## src/rtl/key_gen_pkg.sv

```systemverilog
// Shared types and constants for the bouncing key stimulus generator.
// State encoding, LFSR taps and default seed.
package key_gen_pkg;

  typedef enum logic [1:0] {
    IDLE   = 2'd0,
    BOUNCE = 2'd1,
    HOLD   = 2'd2
  } state_t;

  localparam logic [15:0] LFSR_TAPS    = 16'hB400;
  localparam logic [15:0] DEFAULT_SEED = 16'hACE1;

  // Galois form, shifting right: x^16+x^14+x^13+x^11+1
  function automatic logic [15:0] lfsr_step(
    input logic [15:0] s
  );
    return (s >> 1) ^ (s[0] ? LFSR_TAPS : 16'h0000);
  endfunction

endpackage

```

## src/rtl/key_lfsr16.sv

```systemverilog
// 16-bit Galois LFSR that steps only when asked.
// Reset reloads the seed so bounce timing is reproducible.
module key_lfsr16
  import key_gen_pkg::*;
(
  input  logic        clk,
  input  logic        rst,
  input  logic        adv,
  input  logic [15:0] seed,
  output logic [15:0] state
);

  always_ff @(posedge clk or posedge rst) begin
    if (rst) begin
      state <= seed;
    end else if (adv) begin
      state <= lfsr_step(state);
    end
  end

endmodule

```

## src/rtl/key_bounce_gen.sv

```systemverilog
// Bouncing mechanical-key waveform source for debouncer stimulus.
// Takes press/release commands, bounces, holds, then pulses done.
module key_bounce_gen
  import key_gen_pkg::*;
#(
  parameter int          N_BOUNCES   = 5,
  parameter int          BOUNCE_W    = 8,
  parameter int          HOLD_CYCLES = 140000,
  parameter logic [15:0] LFSR_SEED   = DEFAULT_SEED
) (
  input  logic clk,
  input  logic rst,
  input  logic cmd_valid,
  input  logic cmd_level,
  output logic cmd_ready,
  output logic key,
  output logic busy,
  output logic done
);

  localparam int TW = (N_BOUNCES > 0) ?
    $clog2(2 * N_BOUNCES + 1) : 1;
  localparam int HW = $clog2(HOLD_CYCLES + 1);

  localparam logic [TW-1:0] TOG_LOAD  = TW'(2 * N_BOUNCES);
  localparam logic [HW-1:0] HOLD_LOAD = HW'(HOLD_CYCLES - 1);
  localparam logic [TW-1:0] TOG_ONE   = TW'(1);
  localparam logic [HW-1:0] HOLD_ONE  = HW'(1);
  localparam logic [BOUNCE_W-1:0] IVL_ONE = BOUNCE_W'(1);

  state_t state, state_n;

  logic                key_n;
  logic                done_n;
  logic                adv;
  logic [TW-1:0]       tog, tog_n;
  logic [BOUNCE_W-1:0] ivl, ivl_n;
  logic [HW-1:0]       hold, hold_n;
  logic [15:0]         lfsr;
  logic [BOUNCE_W-1:0] ivl_seed;
  logic                unused_lfsr;

  key_lfsr16 u_lfsr (
    .clk   (clk),
    .rst   (rst),
    .adv   (adv),
    .seed  (LFSR_SEED),
    .state (lfsr)
  );

  // forcing bit 0 keeps every interval odd and nonzero
  assign ivl_seed    = lfsr[BOUNCE_W-1:0] | IVL_ONE;
  assign unused_lfsr = ^lfsr;

  assign cmd_ready = (state == IDLE);
  assign busy      = (state != IDLE);

  always_comb begin
    state_n = state;
    key_n   = key;
    tog_n   = tog;
    ivl_n   = ivl;
    hold_n  = hold;
    done_n  = 1'b0;
    adv     = 1'b0;
    unique case (state)
      IDLE: begin
        if (cmd_valid) begin
          key_n = cmd_level;
          if (N_BOUNCES > 0 && cmd_level != key) begin
            state_n = BOUNCE;
            tog_n   = TOG_LOAD;
            ivl_n   = ivl_seed;
            adv     = 1'b1;
          end else begin
            state_n = HOLD;
            hold_n  = HOLD_LOAD;
          end
        end
      end
      BOUNCE: begin
        if (ivl == IVL_ONE) begin
          key_n = ~key;
          tog_n = tog - TOG_ONE;
          ivl_n = ivl_seed;
          adv   = 1'b1;
          // even toggle count: key is back at the target
          if (tog == TOG_ONE) begin
            state_n = HOLD;
            hold_n  = HOLD_LOAD;
          end
        end else begin
          ivl_n = ivl - IVL_ONE;
        end
      end
      HOLD: begin
        if (hold == '0) begin
          state_n = IDLE;
          done_n  = 1'b1;
        end else begin
          hold_n = hold - HOLD_ONE;
        end
      end
      default: begin
        state_n = IDLE;
      end
    endcase
  end

  always_ff @(posedge clk or posedge rst) begin
    if (rst) begin
      state <= IDLE;
      key   <= 1'b0;
      tog   <= '0;
      ivl   <= '0;
      hold  <= '0;
      done  <= 1'b0;
    end else begin
      state <= state_n;
      key   <= key_n;
      tog   <= tog_n;
      ivl   <= ivl_n;
      hold  <= hold_n;
      done  <= done_n;
    end
  end

endmodule

```

## config.mk

```make
export PLATFORM = sky130hd
export DESIGN_NAME = key_bounce_gen
export DESIGN_NICKNAME = d
export VERILOG_FILES = /design/src/rtl/key_gen_pkg.sv /design/src/rtl/key_lfsr16.sv /design/src/rtl/key_bounce_gen.sv
export SDC_FILE = /design/constraint.sdc
export NUM_CORES = 1
export LEC_CHECK = 0
export ABC_AREA = 1
export ABC_CLOCK_PERIOD_IN_PS = 4290
export BUFFER_PORTS_ARGS = -buffer_cell sky130_fd_sc_hd__buf_2
export CAP_MARGIN = 20
export CORE_ASPECT_RATIO = 1.5
export CORE_UTILIZATION = 31
export DETAILED_ROUTE_END_ITERATION = 12
export PLACE_DENSITY = 0.55
export SLEW_MARGIN = 10
export SYNTH_ARGS = -nofsm -noshare
export SYNTH_HDL_FRONTEND = slang
export SYNTH_SLANG_ARGS = --single-unit
```

## constraint.sdc

```tcl
create_clock -name clk -period 4.29 [get_ports clk]
set_input_delay 0.2145 -clock clk [delete_from_list [all_inputs] [get_ports clk]]
set_output_delay 0.2145 -clock clk [all_outputs]
set_load 0.005 [all_outputs]
```

Yosys cells after proc, flatten, opt, wreduce, memory -nomap -nowiden --
Cells that the tools add are included.
Word-level totals: register bits 50, latch bits 0, memory bits (writable) 0, ROM bits 0, output and inout bits 4, logic and storage cells 64, memories 0
Operators by class: add/subtract/negate cells 3, multiply operators 0, div/mod/pow operators 0, magnitude comparators 0, eq/ne operators 12, shift-type cells 0, multiplexer cells 30, bitwise gates (word level) 2, reductions and logical operators 10
Operator list (number):
- $mux W18 | 5
- $pmux W18 S3 | 1
- $mux W8 | 3
- $logic_not A18 Y1 | 1
- $sub A18 B1 Y18 const B | 1
- $mux W16 | 1
- $pmux W8 S2 | 1
- $xor A15 B16 Y16 | 1
- $mux W4 | 3
- $ne A2 B2 Y1 const B | 6
- $mux W2 | 5
- $eq A8 B1 Y1 const B | 1
- $pmux W4 S2 | 1
- $reduce_and A4 Y1 | 2
- $sub A8 B1 Y8 const B | 1
- $mux W1 | 7
- $pmux W2 S3 | 1
- $reduce_and A3 Y1 | 2
- $reduce_and A6 Y1 | 1
- $eq A4 B1 Y1 const B | 1
- $pmux W1 S2 | 2
- $reduce_bool A2 Y1 | 2
- $sub A4 B1 Y4 const B | 1
- $reduce_bool A3 Y1 | 1
- 6 further kinds | 6

Depth between registers and ports, before layout --
Gate-level depths: netlist of run 1.
depth in word-level cells 4, depth in mapped cells 10, gate-level depth less buffers 10

Least setup slack after synthesis of run 1 --
OpenSTA, ideal clock, no wires.
kind register -> register, from register hold[0], to register hold[5], arrival 1489 ps, data required time 4173 ps, slack 2684 ps, cell stages (with the launch flop) 9, clock period less this slack 1606 ps, path through dfrtp_1 inv_1 ha_1 nand2_1 nor2_4 nand4_2 clkbuf_1 nand3_1 nand2_1
Between the ends: word-level cells in the longest chain between the ends 3
RTL lines:
- start: declaration | RTL line key_bounce_gen.sv:38 | logic [HW-1:0] hold, hold_n;
- start signal: assignment | RTL line key_bounce_gen.sv:123 | hold <= hold_n;
- $sub A18 B1 Y18 / $logic_not A18 Y1 (equally long branches) | RTL line key_bounce_gen.sv:101, key_bounce_gen.sv:97
- $mux W18 / $ne A2 B2 Y1 (equally long branches)
- $pmux W18 S3 / $reduce_and A6 Y1 (equally long branches)
Parallel ways exist; a longest one is shown, timed or not. The select of a mux whose other input is x is not followed. A chain may end at the register's enable or synchronous reset.

Worst setup path in the final report of run 1 --
from register state[1], to register hold[16]
Between the ends: word-level cells in the longest chain between the ends 3
RTL lines:
- start: declaration | RTL line key_bounce_gen.sv:31 | state_t state, state_n;
- start signal: assignment | RTL line key_bounce_gen.sv:119 | state <= state_n;
- $eq A2 B2 Y1 (tied with other cells) | RTL line key_bounce_gen.sv:66 | unique case (state)
- $ne A2 B2 Y1 (no line) / $reduce_bool A3 Y1 (equally long branches)
- $reduce_and A6 Y1 (no line)
Parallel ways exist; a longest one is shown, timed or not.

==> metrics.md, run 1 <==
| Metric | Value |
|---|---|
| TritonCTS clock tree | yes |
| Synth async-reset ratio | 1.00 |
| Worst-Skew Late Latency | 0.29 ns |
| Layout cells sized above 1 | 0.0988 |
| Worst-margin pin slew | 0.895 ns |
| # hold bufs at CTS | 0 |
| CP Capture Point | hold[16] |
| Clock tree buffer depth | 2 |
| Half-perimeter wire length after placement | 4390 microns |
| Critical path origin | state[1] |
| Synthesis-to-layout area growth | 11.1% |
| Synth cell types | 31 |
| Switching part of the total power | 0.465 |
| EDFF count, synth | 0 |
| Syn Area/Cell | 7.00 sq um |
| Slew Limit Headroom | 0.401 |
| Clk_skew | 0.00459 ns |
| Via count | 2546 |
| CP Max Fanout | 18 |
| Met1 usage | 0.170 |
| Max_cap viols | 0 |
| P_int | 1.17 mW |
| Final setup TNS | 0 ns |
| Synthesized Nets | 426 |
| CP Cell Sequence | inv_1 > nor2_1 > nand4_2 > nand2_4 > nand2_1 > nand2_1 |
| Warnings, synthesis | 0 |
| GRT busiest layer | met2 |
| Met3 Use GR | 0.0233 |
| Post-route ant nets | 0 |
| Nets | 433 |
| Core area | 9200 sq um |
| Root Driver | clkbuf_16 |
| Postcts setup bufs | 0 |
| Initial Utilization | 0.317 |
| Yosys top cell by area | dfrtp_1 |
| Crit path depth | 6 |
| TritonRoute pass-1 iters | 5 |
| Crit Path Class | flop to flop |
| Setup Viol. Count Final | 0 |
| CTS clock-pin slew for the worst setup and hold paths | 0.07 ns |
| WL final | 6240 microns |
| Setup crit start kind | flop |
| Critical Path RT | 4.52 ns |
| Wirelength per Cell | 11.6 microns |
| Row Count | 43 |
| # H-tree levels | 2 |
| First-pass GRT wire length | 11000 microns |
| Crit path DAT | 2.42 ns |
| Pwr dens | 677 nW/um^2 |
| Slew Viols, Final | 0 |
| Reg2Reg Launch Point | state[1] |
| Routability cong. | 0.846 |
| Most frequent cell after synthesis | nand2_1 |
| Initial antenna violation count | 0 |
| DRC errors left | 0 |
| Core Util, Final | 0.353 |
| Total leakage power | 1.60 nW |
| Final worst-path cycle share | 0.510 |
| Final min period | 2.19 ns |
| Full die area | 9820 sq um |
| Setup WS pre-CTS | 2.09 ns |
| Fill count | 985 |
| Register area share after synthesis | 0.432 |
| Syn Inst Count | 417 |
| CTS Buf Count | 5 |
| Worst setup EP type | flop |
| Worst ir drop on vdd | 342 uV |
| Dominant synthesized flop cell | dfrtp_1 |
| Reg2Reg Capture Point | hold[16] |
| GR Util All Layers | 0.143 |
| Final hold vios | 0 |
| Die width | 81.2 microns |
| Met2 Usage GRT | 0.252 |
| Largest net degree at the start of global routing | 51 |
| Status | completed |
| GRT overflow | 0 |
| Ant diodes | 0 |
| Yosys reg bits | 50 |
| Max stage delay on crit path | 0.68 ns |
| Most frequent CP cell | nand2_1 |
| RSZ-0062 raised after global routing | no |
| Top post-synthesis cells by area | dfrtp_1 36%, nand2_1 19%, dfstp_2 7.2%, nand3_1 7.2%, nor2_1 6.8% |
| Post-CTS Resized | 0 |
| Hold WC Path Type | primary input to async pin |
| Vias in the first global route | 2449 |
| Clock power frac | 0.211 |
| Reg2Reg Depth | 6 |
| Die Y | 121 microns |
| Iter 0 DRT Violations | 127 |
| Reg-to-reg slack, setup | 2.10 ns |
| Final WS setup | 2.10 ns |
| Vias per cell | 4.74 |
| CTS sink cnt | 50 |
| Top delay family on crit path | simple AND/OR/NAND/NOR gates |
| Hold_ws | 0.000758 ns |
| Logic pwr share | 0.468 |
| Synth top area share | 0.360 |
| # IOs | 8 |
| Post-synth top cells | 145 x nand2_1, 53 x nor2_1, 50 x inv_1 |
| Part of the power in registers | 0.321 |
| Port Buffer Count | 7 |
| P_sw | 1.02 mW |
| Fmax | 457 MHz |
| Synth Cell Area | 2920 sq um |
| WP buf/inv | 1 |
| Slowest cell on crit path | nor2_1 |
power groups by stage:
stage	clock network, mW	registers, mW	logic [mW]
6_report	0.463	0.706	1.03
5_1_grt	0.493	0.724	1.20
4_1_cts	0.474	0.704	1.04
3_5_place_dp	0	0.712	1.04
3_3_place_gp	0	0.712	1.02
2_1_floorplan	0	0.682	0.871
metrics by stage:
stage,power (mW),cell area (sq um),cells
6_report,2.20,3240,537
5_1_grt,2.41,3240,537
4_1_cts,2.22,3220,536
3_5_place_dp,1.75,3050,528
3_3_place_gp,1.74,3050,528
2_1_floorplan,1.55,2920,417
kinds of logic after synthesis:
family / share of synthesized area
adder cells (fa/ha/maj): 0.0214
buffers and inverters: 0.0853
AND/OR/NAND/NOR: 0.374
AO/OA/AOI/OAI: 0.0754
flip-flops: 0.432
XOR/XNOR: 0.0120
how the worst min path moves through the flow:
stage / startpoint / to / cells past startpoint
floorplan: cmd_valid / state[0] / 2
global placement: u_lfsr.state[4] / u_lfsr.state[4] / 2
detailed placement: u_lfsr.state[4] / u_lfsr.state[4] / 2
CTS: rst / hold[9] / 2
global route: rst / hold[9] / 2
finish: rst / hold[9] / 2
worst register-to-register path, cell delays in order, from the launching register on:
cell and delay (ns):
dfrtp_1 0.46, inv_1 0.06, nor2_1 0.68, nand4_2 0.44
nand2_4 0.34, nand2_1 0.08, nand2_1 0.08
registers in the layout (all words and copies together) (netlist names):
signal        count
tog               4
hold             18
ivl               8
state             2
key               1
done              1
u_lfsr.state     16
layout by cell type, fill, tap and decap left out, types with 2 or more instances in the layout:
cell,count
dfrtp_1,42
inv_1,49
nor2_4,3
xnor2_1,2
nand2_1,145
dfstp_2,8
nand2_2,3
ha_1,5
o211ai_1,4
nand3_1,42
clkbuf_16,5
o21ai_0,28
buf_2,7
nor2_1,53
nor2_2,4
clkinvlp_4,2
inv_2,4
a21oi_1,2
o21ai_1,2
nand4_1,2
xor2_1,2
final cells by class:
| type | count | area, sq um | share of cell area |
|---|---|---|---|
| clock buffers | 5 | 125 | 0.0386 |
| clock inverters | 3 | 45.0 | 0.0139 |
| inverters | 53 | 199 | 0.0613 |
| multi-input cells | 306 | 1410 | 0.435 |
| flip-flops and latches | 50 | 1260 | 0.389 |
| well taps | 112 | 140 | 0.0432 |
| repair buffers | 8 | 62.6 | 0.0193 |
routing by layer:
layer	share of wire	wire, microns
met5	0	0
met4	0.016	100
met3	0.024	152
met2	0.52	3250
met1	0.44	2740
Power figures use the tool's default switching activity.
==> run 2, diff against run 1 <==
--- a/config.mk
+++ b/config.mk
@@ -6,7 +6,7 @@
 export NUM_CORES = 1
 export LEC_CHECK = 0
 export ABC_AREA = 1
-export ABC_CLOCK_PERIOD_IN_PS = 4290
+export ABC_CLOCK_PERIOD_IN_PS = 2200
 export BUFFER_PORTS_ARGS = -buffer_cell sky130_fd_sc_hd__buf_2
 export CAP_MARGIN = 20
 export CORE_ASPECT_RATIO = 1.5
==> constraint.sdc (replaced) <==
create_clock -name clk -period 2.2 [get_ports clk]
set_input_delay 0.11 -clock clk [delete_from_list [all_inputs] [get_ports clk]]
set_output_delay 0.11 -clock clk [all_outputs]
set_load 0.005 [all_outputs]
==> run 2 against run 1 <==
Net effect: the run now ends with hold timing left; largest cell class unchanged; final area up 0.15%; final cell count up 0.56%; critical path type unchanged; highest routed layer unchanged; die area unchanged; critical path depth increased by 2; hold slack got worse by 0.012 ns; non-clock buffer count up 3; routed wire length up 0.69%; clock skew about the same; combinational power increased by 100%.
==> metrics.md, run 2 (synthesis results as in run 1) <==
| Metric | Value |
|---|---|
| Met3 wire length | 123 microns (was 152 microns) |
| Part of the power in registers | 0.314 (was 0.321) |
| Crit Path Class | flop to flop (unchanged) |
| Clock power frac | 0.210 (was 0.211) |
| WL final | 6290 microns (was 6240 microns) |
| First-pass GRT wire length | 11100 microns (was 11000 microns) |
| Worst ir drop on vdd | 667 uV (was 342 uV) |
| Iter 0 DRT Violations | 155 (was 127) |
| DRC errors left | 0 (unchanged) |
| P_sw | 2.03 mW (was 1.02 mW) |
| Layout cells sized above 1 | 0.105 (was 0.0988) |
| Highest Signal Layer | met4 (unchanged) |
| P_int | 2.35 mW (was 1.17 mW) |
| CTS clock-pin slew for the worst setup and hold paths | 0.07 ns (about the same) |
| Met1 Wirelength | 2720 microns (was 2740 microns) |
| Final min period | 1.97 ns (was 2.19 ns) |
| Final instance area | 3250 sq um (was 3240 sq um) |
| Setup Viol. Count Final | 0 (unchanged) |
| Max reg flops | 18 (unchanged) |
| Failing checks | hold timing |
| Switching part of the total power | 0.463 (was 0.465) |
| Max_cap viols | 0 (unchanged) |
| Met2 WL | 3320 microns (was 3250 microns) |
| Worst setup EP type | flop (unchanged) |
| Worst-margin pin slew | 0.648 ns (was 0.895 ns) |
| Final setup TNS | 0 ns (unchanged) |
| # H-tree levels | 2 (unchanged) |
| CTS Buf Count | 5 (unchanged) |
| Root Driver | clkbuf_16 (unchanged) |
| Ant diodes | 0 (unchanged) |
| Core area | 9200 sq um (unchanged) |
| Clk_skew | 0.00421 ns (was 0.00459 ns) |
| Fmax | 509 MHz (was 457 MHz) |
| Worst-Skew Late Latency | 0.29 ns (about the same) |
| Final worst-path cycle share | 0.894 (was 0.510) |
| Slew Limit Headroom | 0.568 (was 0.401) |
| Top flop regs | hold (18), u_lfsr.state (16), ivl (8) (unchanged) |
| Critical Path RT | 2.43 ns (was 4.52 ns) |
| Total leakage power | 1.62 nW (was 1.60 nW) |
| Setup WS pre-CTS | 0.236 ns (was 2.09 ns) |
| Full die area | 9820 sq um (unchanged) |
| GRT overflow | 0 (unchanged) |
| Post-route ant nets | 0 (unchanged) |
| Synthesis-to-layout area growth | 11.2% (was 11.1%) |
| Vias in the first global route | 2548 (was 2449) |
| Die Y | 121 microns (unchanged) |
| RSZ-0062 raised after global routing | no (unchanged) |
| Commonest non-fill, non-tap cell in the layout | nand2_1 (unchanged) |
| Total power | 4.38 mW (was 2.20 mW) |
| # hold bufs at CTS | 0 (unchanged) |
| Final WS setup | 0.234 ns (was 2.10 ns) |
| Via count | 2557 (was 2546) |
| Setup crit start kind | flop (unchanged) |
| Half-perimeter wire length after placement | 4570 microns (was 4390 microns) |
| Die width | 81.2 microns (unchanged) |
| Hold WC Path Type | primary input to async pin (unchanged) |
| CP Max Fanout | 18 (unchanged) |
| Post-CTS Resized | 0 (unchanged) |
| GR Util All Layers | 0.142 (was 0.143) |
| Hold_ws | -0.0114 ns (was 0.000758 ns) |
| Nets | 436 (was 433) |
| Status | finished, violations left (was completed) |
| Row Count | 43 (unchanged) |
| Final hold vios | 17 (was 0) |
| Slew Viols, Final | 0 (unchanged) |
| Vias per cell | 4.74 (about the same) |
| Largest net degree at the start of global routing | 51 (unchanged) |
| Crit path DAT | 2.20 ns (was 2.42 ns) |
| DP Area | 3080 sq um (was 3050 sq um) |
| Logic pwr share | 0.475 (was 0.468) |
| Largest reg by FF count | hold (unchanged) |
| Port Buffer Count | 7 (unchanged) |
| Postcts setup bufs | 0 (unchanged) |
| Routability cong. | 0.860 (was 0.846) |
| Wirelength per Cell | 11.6 microns (about the same) |
| CTS sink cnt | 50 (unchanged) |
| Initial Utilization | 0.317 (unchanged) |
| # IOs | 8 (unchanged) |
| Pwr dens | 1350 nW/um^2 (was 677 nW/um^2) |
| TritonCTS clock tree | yes (unchanged) |
| Initial antenna violation count | 0 (unchanged) |
| Commonest non-fill, non-tap cells in the layout | 145 x nand2_1, 53 x nor2_1, 49 x inv_1 (unchanged) |
| TritonRoute pass-1 iters | 4 (was 5) |
| Clock tree buffer depth | 2 (unchanged) |
==> run 2: path summary, 6_finish.rpt <==
kind	startpoint	to	slack, ns	depth (start not counted)
max	hold[0]	hold[10]	0.23	8
min	rst	hold[9]	-0.01	3
max reg2reg	hold[0]	hold[10]	0.23	8
min reg2reg	u_lfsr.state[4]	u_lfsr.state[4]	0.48	2
max in group asynchronous	rst	done	1.78	3
min in group clk	cmd_valid	state[0]	0.17	3
==> run 2: power groups by stage <==
stage                     Combinational (mW)  Sequential (mW)  Clock (mW)
after floorplan                         1.70             1.33           0
after global placement                  2.06             1.39           0
after detailed placement                2.10             1.39           0
after CTS                               2.10             1.38       0.936
after global routing                    2.41             1.41       0.981
final                                   2.08             1.38       0.921
==> run 2: layer usage <==
| layer | up-vias | GRT usage |
|---|---|---|
| li1 | 1319 | - |
| met1 | 1202 | 0.163 |
| met2 | 25 | 0.261 |
| met3 | 11 | 0.0241 |
| met4 | 0 | 0.0446 |
| met5 | - | 0 |
==> run 2: area by class of cell <==
type                       count  area, sq um
tap                          112          140
clock inverter                 3         47.5
clock buffer                   5          125
inverter                      53          199
multi-input combinational    306         1410
fill                         977         5950
sequential                    50         1260
timing repair buffer          11         65.1
==> run 2: per-stage QoR <==
| stage | cells | utilization |
|---|---|---|
| CTS | 540 | 0.353 |
| global route | 540 | 0.353 |
| global placement | 532 | 0.334 |
| finish | 540 | 0.353 |
| detailed placement | 532 | 0.334 |
| floorplan | 417 | - |
==> run 2: worst max-delay path: stages, from the launching register on <==
cell     delay, ns
dfrtp_1       0.39
inv_1         0.08
ha_1          0.20
nand2_1       0.16
nor2_4        0.24
nand4_2       0.35
nand2_4       0.33
nand2_1       0.08
nand2_1       0.07
